$ cat src/rtl/axil_pkg.sv
// Shared types and constants for the AXI4-Lite master arbiter.
package axil_pkg;

  typedef enum logic [2:0] {
    IDLE,
    WADDR,
    WRESP,
    RADDR,
    RRESP,
    DONE
  } state_t;

  localparam logic [1:0] RESP_OKAY    = 2'b00;
  localparam logic [1:0] RESP_SLVERR  = 2'b10;
  localparam logic [1:0] RESP_DECERR  = 2'b11;
  localparam logic [2:0] PROT_DEFAULT = 3'b000;

endpackage

$ cat src/rtl/rr_arbiter.sv
// Combinational round-robin picker: first requester after ptr (cyclic) wins.
module rr_arbiter #(
  parameter int NREQ  = 2,
  parameter int PTR_W = 1
) (
  input  logic [NREQ-1:0]  req,
  input  logic [PTR_W-1:0] ptr,
  output logic [NREQ-1:0]  grant
);

  logic found;

  always_comb begin
    grant = '0;
    found = 1'b0;
    for (int k = 1; k <= NREQ; k++) begin
      for (int i = 0; i < NREQ; i++) begin
        if (!found && req[i] && (i == ((int'(ptr) + k) % NREQ))) begin
          grant[i] = 1'b1;
          found    = 1'b1;
        end
      end
    end
  end

endmodule

$ cat src/rtl/axil_master_arbiter.sv
// Round-robin sharing of one AXI4-Lite slave between NREQ single-beat requesters;
// exactly one transaction in flight, response routed back to the granted requester.
module axil_master_arbiter
  import axil_pkg::*;
#(
  parameter int NREQ   = 2,
  parameter int ADDR_W = 7,
  parameter int DATA_W = 32
) (
  input  logic                       S_AXI_ACLK,
  input  logic                       S_AXI_ARESETN,
  input  logic [NREQ-1:0]            req_valid,
  output logic [NREQ-1:0]            req_ready,
  input  logic [NREQ-1:0]            req_write,
  input  logic [NREQ*ADDR_W-1:0]     req_addr,
  input  logic [NREQ*DATA_W-1:0]     req_wdata,
  input  logic [NREQ*DATA_W/8-1:0]   req_wstrb,
  output logic [NREQ-1:0]            rsp_valid,
  output logic [DATA_W-1:0]          rsp_rdata,
  output logic [1:0]                 rsp_resp,
  output logic                       M_AXI_AWVALID,
  input  logic                       M_AXI_AWREADY,
  output logic [ADDR_W-1:0]          M_AXI_AWADDR,
  output logic [2:0]                 M_AXI_AWPROT,
  output logic                       M_AXI_WVALID,
  input  logic                       M_AXI_WREADY,
  output logic [DATA_W-1:0]          M_AXI_WDATA,
  output logic [DATA_W/8-1:0]        M_AXI_WSTRB,
  input  logic                       M_AXI_BVALID,
  output logic                       M_AXI_BREADY,
  input  logic [1:0]                 M_AXI_BRESP,
  output logic                       M_AXI_ARVALID,
  input  logic                       M_AXI_ARREADY,
  output logic [ADDR_W-1:0]          M_AXI_ARADDR,
  output logic [2:0]                 M_AXI_ARPROT,
  input  logic                       M_AXI_RVALID,
  output logic                       M_AXI_RREADY,
  input  logic [DATA_W-1:0]          M_AXI_RDATA,
  input  logic [1:0]                 M_AXI_RRESP
);

  localparam int STRB_W = DATA_W / 8;
  localparam int PTR_W  = (NREQ > 1) ? $clog2(NREQ) : 1;

  state_t              state_reg, state_next;
  logic [PTR_W-1:0]    ptr_reg, ptr_next;
  logic [NREQ-1:0]     gnt_reg, gnt_next;
  logic                write_reg, write_next;
  logic [ADDR_W-1:0]   addr_reg, addr_next;
  logic [DATA_W-1:0]   wdata_reg, wdata_next;
  logic [STRB_W-1:0]   wstrb_reg, wstrb_next;
  logic                awvalid_reg, awvalid_next;
  logic                wvalid_reg, wvalid_next;
  logic                arvalid_reg, arvalid_next;
  logic                bready_reg, bready_next;
  logic                rready_reg, rready_next;
  logic [DATA_W-1:0]   rdata_reg, rdata_next;
  logic [1:0]          resp_reg, resp_next;
  logic [NREQ-1:0]     grant;

  logic [ADDR_W-1:0]   addr_arr  [NREQ];
  logic [DATA_W-1:0]   wdata_arr [NREQ];
  logic [STRB_W-1:0]   wstrb_arr [NREQ];

  for (genvar gi = 0; gi < NREQ; gi++) begin : g_unpack
    assign addr_arr[gi]  = req_addr[gi*ADDR_W +: ADDR_W];
    assign wdata_arr[gi] = req_wdata[gi*DATA_W +: DATA_W];
    assign wstrb_arr[gi] = req_wstrb[gi*STRB_W +: STRB_W];
  end

  rr_arbiter #(.NREQ(NREQ), .PTR_W(PTR_W)) u_rr_arbiter (
    .req   (req_valid),
    .ptr   (ptr_reg),
    .grant (grant)
  );

  // Reset gating keeps req_ready low while reset is held even if requests are pending.
  assign req_ready = (state_reg == IDLE && S_AXI_ARESETN) ? grant : '0;
  assign rsp_valid = (state_reg == DONE) ? gnt_reg : '0;
  assign rsp_rdata = rdata_reg;
  assign rsp_resp  = resp_reg;

  assign M_AXI_AWVALID = awvalid_reg;
  assign M_AXI_AWADDR  = addr_reg;
  assign M_AXI_AWPROT  = PROT_DEFAULT;
  assign M_AXI_WVALID  = wvalid_reg;
  assign M_AXI_WDATA   = wdata_reg;
  assign M_AXI_WSTRB   = wstrb_reg;
  assign M_AXI_BREADY  = bready_reg;
  assign M_AXI_ARVALID = arvalid_reg;
  assign M_AXI_ARADDR  = addr_reg;
  assign M_AXI_ARPROT  = PROT_DEFAULT;
  assign M_AXI_RREADY  = rready_reg;

  always_comb begin
    state_next   = state_reg;
    ptr_next     = ptr_reg;
    gnt_next     = gnt_reg;
    write_next   = write_reg;
    addr_next    = addr_reg;
    wdata_next   = wdata_reg;
    wstrb_next   = wstrb_reg;
    awvalid_next = awvalid_reg;
    wvalid_next  = wvalid_reg;
    arvalid_next = arvalid_reg;
    bready_next  = bready_reg;
    rready_next  = rready_reg;
    rdata_next   = rdata_reg;
    resp_next    = resp_reg;

    case (state_reg)
      IDLE: begin
        if (|grant) begin
          gnt_next = grant;
          for (int i = 0; i < NREQ; i++) begin
            if (grant[i]) begin
              ptr_next   = PTR_W'(i);
              write_next = req_write[i];
              addr_next  = addr_arr[i];
              wdata_next = wdata_arr[i];
              wstrb_next = wstrb_arr[i];
            end
          end
          if (write_next) begin
            state_next   = WADDR;
            awvalid_next = 1'b1;
            wvalid_next  = 1'b1;
          end else begin
            state_next   = RADDR;
            arvalid_next = 1'b1;
          end
        end
      end
      WADDR: begin
        // AW and W complete independently; leave once neither is still pending.
        if (awvalid_reg && M_AXI_AWREADY) awvalid_next = 1'b0;
        if (wvalid_reg && M_AXI_WREADY)   wvalid_next  = 1'b0;
        if ((!awvalid_reg || M_AXI_AWREADY) && (!wvalid_reg || M_AXI_WREADY)) begin
          state_next  = WRESP;
          bready_next = 1'b1;
        end
      end
      WRESP: begin
        if (M_AXI_BVALID) begin
          resp_next   = M_AXI_BRESP;
          rdata_next  = '0;
          bready_next = 1'b0;
          state_next  = DONE;
        end
      end
      RADDR: begin
        if (M_AXI_ARREADY) begin
          arvalid_next = 1'b0;
          rready_next  = 1'b1;
          state_next   = RRESP;
        end
      end
      RRESP: begin
        if (M_AXI_RVALID) begin
          rdata_next  = M_AXI_RDATA;
          resp_next   = M_AXI_RRESP;
          rready_next = 1'b0;
          state_next  = DONE;
        end
      end
      DONE:    state_next = IDLE;
      default: state_next = IDLE;
    endcase
  end

  always_ff @(posedge S_AXI_ACLK or negedge S_AXI_ARESETN) begin
    if (!S_AXI_ARESETN) begin
      state_reg   <= IDLE;
      ptr_reg     <= PTR_W'(NREQ - 1);
      gnt_reg     <= '0;
      write_reg   <= 1'b0;
      addr_reg    <= '0;
      wdata_reg   <= '0;
      wstrb_reg   <= '0;
      awvalid_reg <= 1'b0;
      wvalid_reg  <= 1'b0;
      arvalid_reg <= 1'b0;
      bready_reg  <= 1'b0;
      rready_reg  <= 1'b0;
      rdata_reg   <= '0;
      resp_reg    <= '0;
    end else begin
      state_reg   <= state_next;
      ptr_reg     <= ptr_next;
      gnt_reg     <= gnt_next;
      write_reg   <= write_next;
      addr_reg    <= addr_next;
      wdata_reg   <= wdata_next;
      wstrb_reg   <= wstrb_next;
      awvalid_reg <= awvalid_next;
      wvalid_reg  <= wvalid_next;
      arvalid_reg <= arvalid_next;
      bready_reg  <= bready_next;
      rready_reg  <= rready_next;
      rdata_reg   <= rdata_next;
      resp_reg    <= resp_next;
    end
  end

endmodule
$ cat config.mk
export PLATFORM = sky130hd
export DESIGN_NAME = axil_master_arbiter
export DESIGN_NICKNAME = d
export VERILOG_FILES = /design/src/rtl/axil_pkg.sv /design/src/rtl/rr_arbiter.sv /design/src/rtl/axil_master_arbiter.sv
export SDC_FILE = /design/constraint.sdc
export NUM_CORES = 1
export LEC_CHECK = 0
export ABC_AREA = 1
export CAP_MARGIN = 10
export CELL_PAD_IN_SITES_DETAIL_PLACEMENT = 0
export CELL_PAD_IN_SITES_GLOBAL_PLACEMENT = 1
export CORE_MARGIN = 4
export CORE_UTILIZATION = 27
export DETAILED_ROUTE_END_ITERATION = 6
export PLACE_DENSITY = 0.89
export SLEW_MARGIN = 20
export SYNTH_ARGS = -nofsm -noshare
export SYNTH_HDL_FRONTEND = slang
export SYNTH_SLANG_ARGS = --single-unit
export TNS_END_PERCENT = 1
$ cat constraint.sdc
create_clock -name S_AXI_ACLK -period 1.7 [get_ports S_AXI_ACLK]
set_input_delay 0.17 -clock S_AXI_ACLK [delete_from_list [all_inputs] [get_ports S_AXI_ACLK]]
set_output_delay 0.17 -clock S_AXI_ACLK [all_outputs]
set_load 0.02 [all_outputs]
# Word-level counts from Yosys, hierarchy flattened
# Cells that the tools add are included.
[totals] regBits=89 inputBits=133 wordCells=120
[classes] addsub=2 eq_ne=16 n_mux=49 n_bitwise=2 reduce_logical=37
[op_table] operator="$mux W32" count=4
[op_table] operator="$logic_not A32 Y1" count=2
[op_table] operator="$pmux W32 S2" count=1
[op_table] operator="$mux W1" count=23
[op_table] operator="$mux W3" count=5
[op_table] operator="$pmux W3 S5" count=1
[op_table] operator="$mux W7" count=2
[op_table] operator="$ne A2 B2 Y1 const B" count=7
[op_table] operator="$reduce_and A3 Y1" count=4
[op_table] operator="$reduce_and A4 Y1" count=3
[op_table] operator="$reduce_bool A2 Y1" count=6
[op_table] operator="$logic_and A1 B1 Y1" count=11
[op_table] operator="$mux W2" count=5
[op_table] operator="$pmux W1 S2" count=5
[op_table] operator="$mux W4" count=2
[op_table] operator="$eq A3 B2 Y1 const B" count=2
[op_table] operator="$eq A3 B3 Y1 const B" count=2
[op_table] operator="$logic_not A1 Y1" count=5
[op_table] operator="$reduce_and A5 Y1" count=1
[op_table] operator="$eq A2 B2 Y1 const A" count=2
[op_table] operator="$ne A2 B1 Y1 const B" count=2
[op_table] operator="$pmux W2 S2" count=1
[op_table] operator="$eq A3 B1 Y1 const B" count=1
[op_table] operator="$logic_not A3 Y1" count=1
[op_table] operator="5 further kinds" count=8

# Logic depth before layout (Yosys ltp)
[logic_depth] depth_word=23 depth_mapped=10

# Cells and area by module
# From an unflattened synthesis, not the netlist that was laid out.
[unflattened] hier_cells=507 area_unflattened_um2=4172.8
[by_module_without_submodules] module="axil_master_arbiter" n_inst=1 cells_each=503 area_per_inst_um2=4145.2 seq_area_each_um2=2228.4
[by_module_without_submodules] module="rr_arbiter" n_inst=1 cells_each=4 area_per_inst_um2=27.5 seq_area_each_um2=0.0

# Worst setup path after synthesis
# OpenSTA, ideal clock, no wires.
[synth_timing] path_kind="reg2out" start="register ptr_reg" end="output port req_ready[1]" t_arrival_ps=1228 t_required_ps=1530 path_slack_ps=302 stages_incl_launch_ff=7 path_cell_list="dfstp_2 -> nand2_1 -> nand2_1 -> inv_2 -> buf_2 -> nand2_1 -> nor2_1"
[synth_via] elab_chain_len=18
[synth_lines] item="start, declared" line="axil_master_arbiter.sv:46" text="logic [PTR_W-1:0] ptr_reg, ptr_next;"
[synth_lines] item="start signal, assigned" line="axil_master_arbiter.sv:174" text="ptr_reg <= PTR_W'(NREQ - 1);"
[synth_lines] item="start signal, assigned" line="axil_master_arbiter.sv:189" text="ptr_reg <= ptr_next;"
[synth_lines] item="$add A1 B1 Y1" line="rr_arbiter.sv:18" text="if (!found && req[i] && (i == ((int'(ptr) + k) % NREQ))) begin"
[synth_lines] item="$and A1 B1 Y1 (no source line)"
[synth_lines] item="$logic_not A32 Y1" line="rr_arbiter.sv:18"
[synth_lines] item="$logic_and A1 B1 Y1" line="rr_arbiter.sv:18"
[synth_lines] item="$mux W1" line="rr_arbiter.sv:18"
[synth_lines] item="$logic_not A1 Y1" line="rr_arbiter.sv:18"
[synth_lines] item="$logic_and A1 B1 Y1 (2 in series)" line="rr_arbiter.sv:18"
[synth_lines] item="$mux W1" line="rr_arbiter.sv:18"
[synth_lines] item="$logic_not A1 Y1" line="rr_arbiter.sv:18"
[synth_lines] item="$logic_and A1 B1 Y1 (2 in series)" line="rr_arbiter.sv:18"
[synth_lines] item="$mux W1" line="rr_arbiter.sv:18"
[synth_lines] item="$logic_not A1 Y1" line="rr_arbiter.sv:18"
[synth_lines] item="$logic_and A1 B1 Y1 (2 in series)" line="rr_arbiter.sv:18"
[synth_lines] item="$mux W1 (*)" line="rr_arbiter.sv:18"
[synth_lines] item="$mux W2 (*)" line="axil_master_arbiter.sv:78" text="assign req_ready = (state_reg == IDLE && S_AXI_ARESETN) ? grant : '0;"
[synth_lines] item="end, declared" line="axil_master_arbiter.sv:13" text="output logic [NREQ-1:0] req_ready,"
# Mark *: on every way between the ends. The rest lies on a longest branch, timed or not.

# Worst setup path after layout
[layout_timing] start="register state_reg[1]" end="output port rsp_valid[1]"
[layout_via] elab_chain_len=2
[layout_lines] item="start, declared" line="axil_master_arbiter.sv:45" text="state_t state_reg, state_next;"
[layout_lines] item="start signal, assigned" line="axil_master_arbiter.sv:188" text="state_reg <= state_next;"
[layout_lines] item="$eq A3 B3 Y1" line="axil_master_arbiter.sv:79" text="assign rsp_valid = (state_reg == DONE) ? gnt_reg : '0;"
[layout_lines] item="$mux W2" line="axil_master_arbiter.sv:79"
[layout_lines] item="end, declared" line="axil_master_arbiter.sv:18" text="output logic [NREQ-1:0] rsp_valid,"
# No other way between the ends.

==> results by group <==
Final layout
  • ANT cells: 0
  • Fin nets: 864
  • Fillers: 1498
  • Fraction of layout cells with a size suffix above 1: 8.44%
  • Finished Layout Cells: 946
  • Area growth from synthesis to layout: 67.6%

Global routing
  • First-pass GRT wire length: 20800 µm
  • Vias in the first global route: 3901
  • Largest net degree at the start of global routing: 90
  • Global Route Usage Sum: 14.6%
  • Initial antenna violation count: 0
  • Gr ovfl total: 0

Worst setup path
  • Critical path, cell by cell: buf_4 -> inv_1 -> nand3_1 -> nor2_1 -> clkdlybuf4s15_2
  • Critical Path AT: 1.43 ns
  • Setup Crit Path Kind: reg2out
  • CP endpoint kind: primary output
  • Worst Path Buf+Inv: 3
  • R2r setup slk: 0.21 ns
  • Delay-heaviest family, CP: buffers and inverters
  • Crit-path max FO: 5
  • WP data required: 1.53 ns
  • CP Launch Type: register
  • Critical path's slowest cell: dfrtp_1
  • Delay of the slowest cell on the worst path: 0.40 ns

Timing
  • Setup_tns: 0 ns
  • Tmin final: 1.60 ns
  • Max Slew Vio Count: 0
  • Unrepaired setup endpoints after global routing: yes
  • Worst Hold Margin: 0.385 ns
  • Max frequency: 624 MHz
  • Tcrit/Tclk final: 94.2%
  • Clock skew: 0.00482 ns
  • # setup viols final: 0
  • Endpoints failing hold: 0

Route
  • DR vias/cell: 4.26
  • 1st-iter DRT viols: 198
  • Drt drc: 0
  • DRT antenna net count: 0
  • DR WL/cell: 14.0 µm
  • Vias after detailed routing: 4031
  • Drt total wl: 13300 µm
  • DRT Pass-1 Iters: 4

Die
  • Top-Level Pins: 232
  • Die area: 17700 µm²
  • Core Area: 15300 µm²
  • Starting density of the core: 27.6%
  • Die X: 133 µm
  • FP Rows: 45
  • Die Ht: 133 µm

Yosys
  • Yosys top cell by area: dfrtp_1
  • Asr flop ratio synth: 100%
  • Main synth FF type: dfrtp_1
  • Gate Count Post-Synth: 506
  • Ys Warns: 0
  • #FFs+latches synth: 89
  • Synthesized area: 4210 µm²
  • Post-synth EDFFs: 0
  • Synth top area share: 52.3%
  • Leading post-synthesis cells by cell area: dfrtp_1 52%, nand2_1 13%, nor2_1 8.2%
  • Synth cell types: 27
  • Sequential area share after synthesis: 52.9%
  • Avg Inst Size Synth: 8.32 µm²

Clock network
  • Root cell of the clock tree: clkbuf_16
  • CTS tree: yes
  • Worst-path clk slew: 0.07 ns
  • H-tree levels: 3
  • # clock sinks: 89
  • Worst skew pair latency: 0.34 ns
  • Deepest clock path buffer count: 2
  • Total CTS buffers: 9

Power
  • Sw Ratio: 40.0%
  • Pwr Total: 12.6 mW
  • Internal: 7.57 mW
  • Share of power burned in registers: 29.0%
  • Leakage: 3.10 nW
  • Worst vdd ir: 0.737 mV
  • Sw power: 5.05 mW
  • Comb power frac: 54.0%
  • Pwr/cell area: 1790 nW/µm²
  • Clock power frac: 17.0%

Flow run
  • Max cap viols: 0

Min path
  • Min-Delay Path Class: in2reg

Place
  • IO buf count: 225
  • Dpl hpwl: 9780 µm
  • GPL Wtd Cong: 0.810
  • Dpl cells: 930

Status
  • Outcome: complete, no violations
==> worst reg2reg max path: cells and delay by family (launching register included) <==
kind / cells / cell delay, ns
compound gates: 1 / 0.26
buf+inv: 2 / 0.36
flops: 1 / 0.53
simple gates: 3 / 0.24
==> cell usage in the layout, fill, tap and decap left out, types with 2 or more instances in the layout <==
master           instances
a21boi_0                 2
buf_12                   7
buf_2                    2
buf_4                   17
bufinv_16                2
clkbuf_16                9
clkdlybuf4s50_1        220
clkinvlp_4               2
conb_1                   6
dfrtp_1                 88
inv_1                   21
inv_2                    4
nand2_1                151
nand2_2                  5
nand3_1                  8
nor2_1                  92
nor2_4                   2
o21ai_0                  9
o21ai_1                 26
o21ai_2                  4
o31ai_1                 43
==> layer usage <==
| layer | up-vias | part of all wire [%] | track usage, % |
|---|---|---|---|
| li1 | 2069 | - | - |
| met1 | 1825 | 42 | 18.2 |
| met2 | 112 | 50 | 24.9 |
| met3 | 25 | 4.7 | 2.43 |
| met4 | 0 | 3.1 | 6.64 |
| met5 | - | 0 | 0 |
==> synthesized netlist by cell type (8+ instances only) <==
master	count
inv_1	21
buf_2	17
o21ai_0	9
o21ai_1	26
nand2_1	151
buf_4	16
dfrtp_1	88
nor2_1	92
o31ai_1	43
nand3_1	8
==> cells by family (layout without fill, tap and decap cells) <==
family / after synthesis / in the layout / share of synthesized area, %
DFF: 89 / 89 / 52.9
other: 1 / 6 / 0.0891
AOI/OAI and AO/OA: 89 / 89 / 13.9
and+or+nand+nor: 261 / 261 / 24.4
buffers and inverters: 66 / 290 / 8.71
==> through the flow <==
stage                     area (µm²)  utilization (%)  setup WS, ns
final                           7060             46.2        0.0980
after global routing            7060             46.2       -0.0328
after CTS                       7070             46.3    0.00000455
after detailed placement        6740             44.2        -0.196
after global placement          6740             44.2        -0.176
after floorplan                 4230                -         0.302
==> path summary, 6_finish.rpt <==
check / start / end / depth (start not counted)
min in group asynchronous: S_AXI_ARESETN / M_AXI_WDATA[6]$_DFFE_PN0P_ / 3
worst max-delay path: state_reg[1]$_DFFE_PN0P_ / rsp_valid[1] / 5
worst min register to register: rsp_resp[1]$_DFFE_PN0P_ / rsp_resp[1]$_DFFE_PN0P_ / 2
worst min-delay path: M_AXI_RDATA[31] / rsp_rdata[31]$_DFFE_PN0P_ / 3
max in group asynchronous: S_AXI_ARESETN / ptr_reg$_DFFE_PN1P_ / 3
worst max register to register: ptr_reg$_DFFE_PN1P_ / M_AXI_ARADDR[2]$_DFFE_PN0P_ / 6
==> area by class of cell <==
type	instances	area, µm²	share of cell area, %
repair buffers	249	2510	35.5
flip-flops and latches	89	2230	31.6
multi-input cells	356	1640	23.3
well taps	211	264	3.74
clock buffers	10	239	3.39
inverters	26	97.6	1.38
clock inverters	5	80.1	1.13
==> power by group through the flow <==
stage / Combinational [mW] / Clock (mW) / Sequential (mW)
6_report: 6.81 / 2.14 / 3.66
5_1_grt: 7.41 / 2.30 / 3.80
4_1_cts: 6.92 / 2.23 / 3.67
2_1_floorplan: 2.66 / 0 / 4.83
3_3_place_gp: 6.86 / 0 / 3.68
3_5_place_dp: 6.90 / 0 / 3.70
==> repair_timing <==
action	in CTS	in global routing
setup buffers	0	0
hold endpoints to repair	88	0
hold buffers	1	0
endpoints found under the setup margin	4	3
resized for setup	12	2
(Power assumes the default switching activity.)
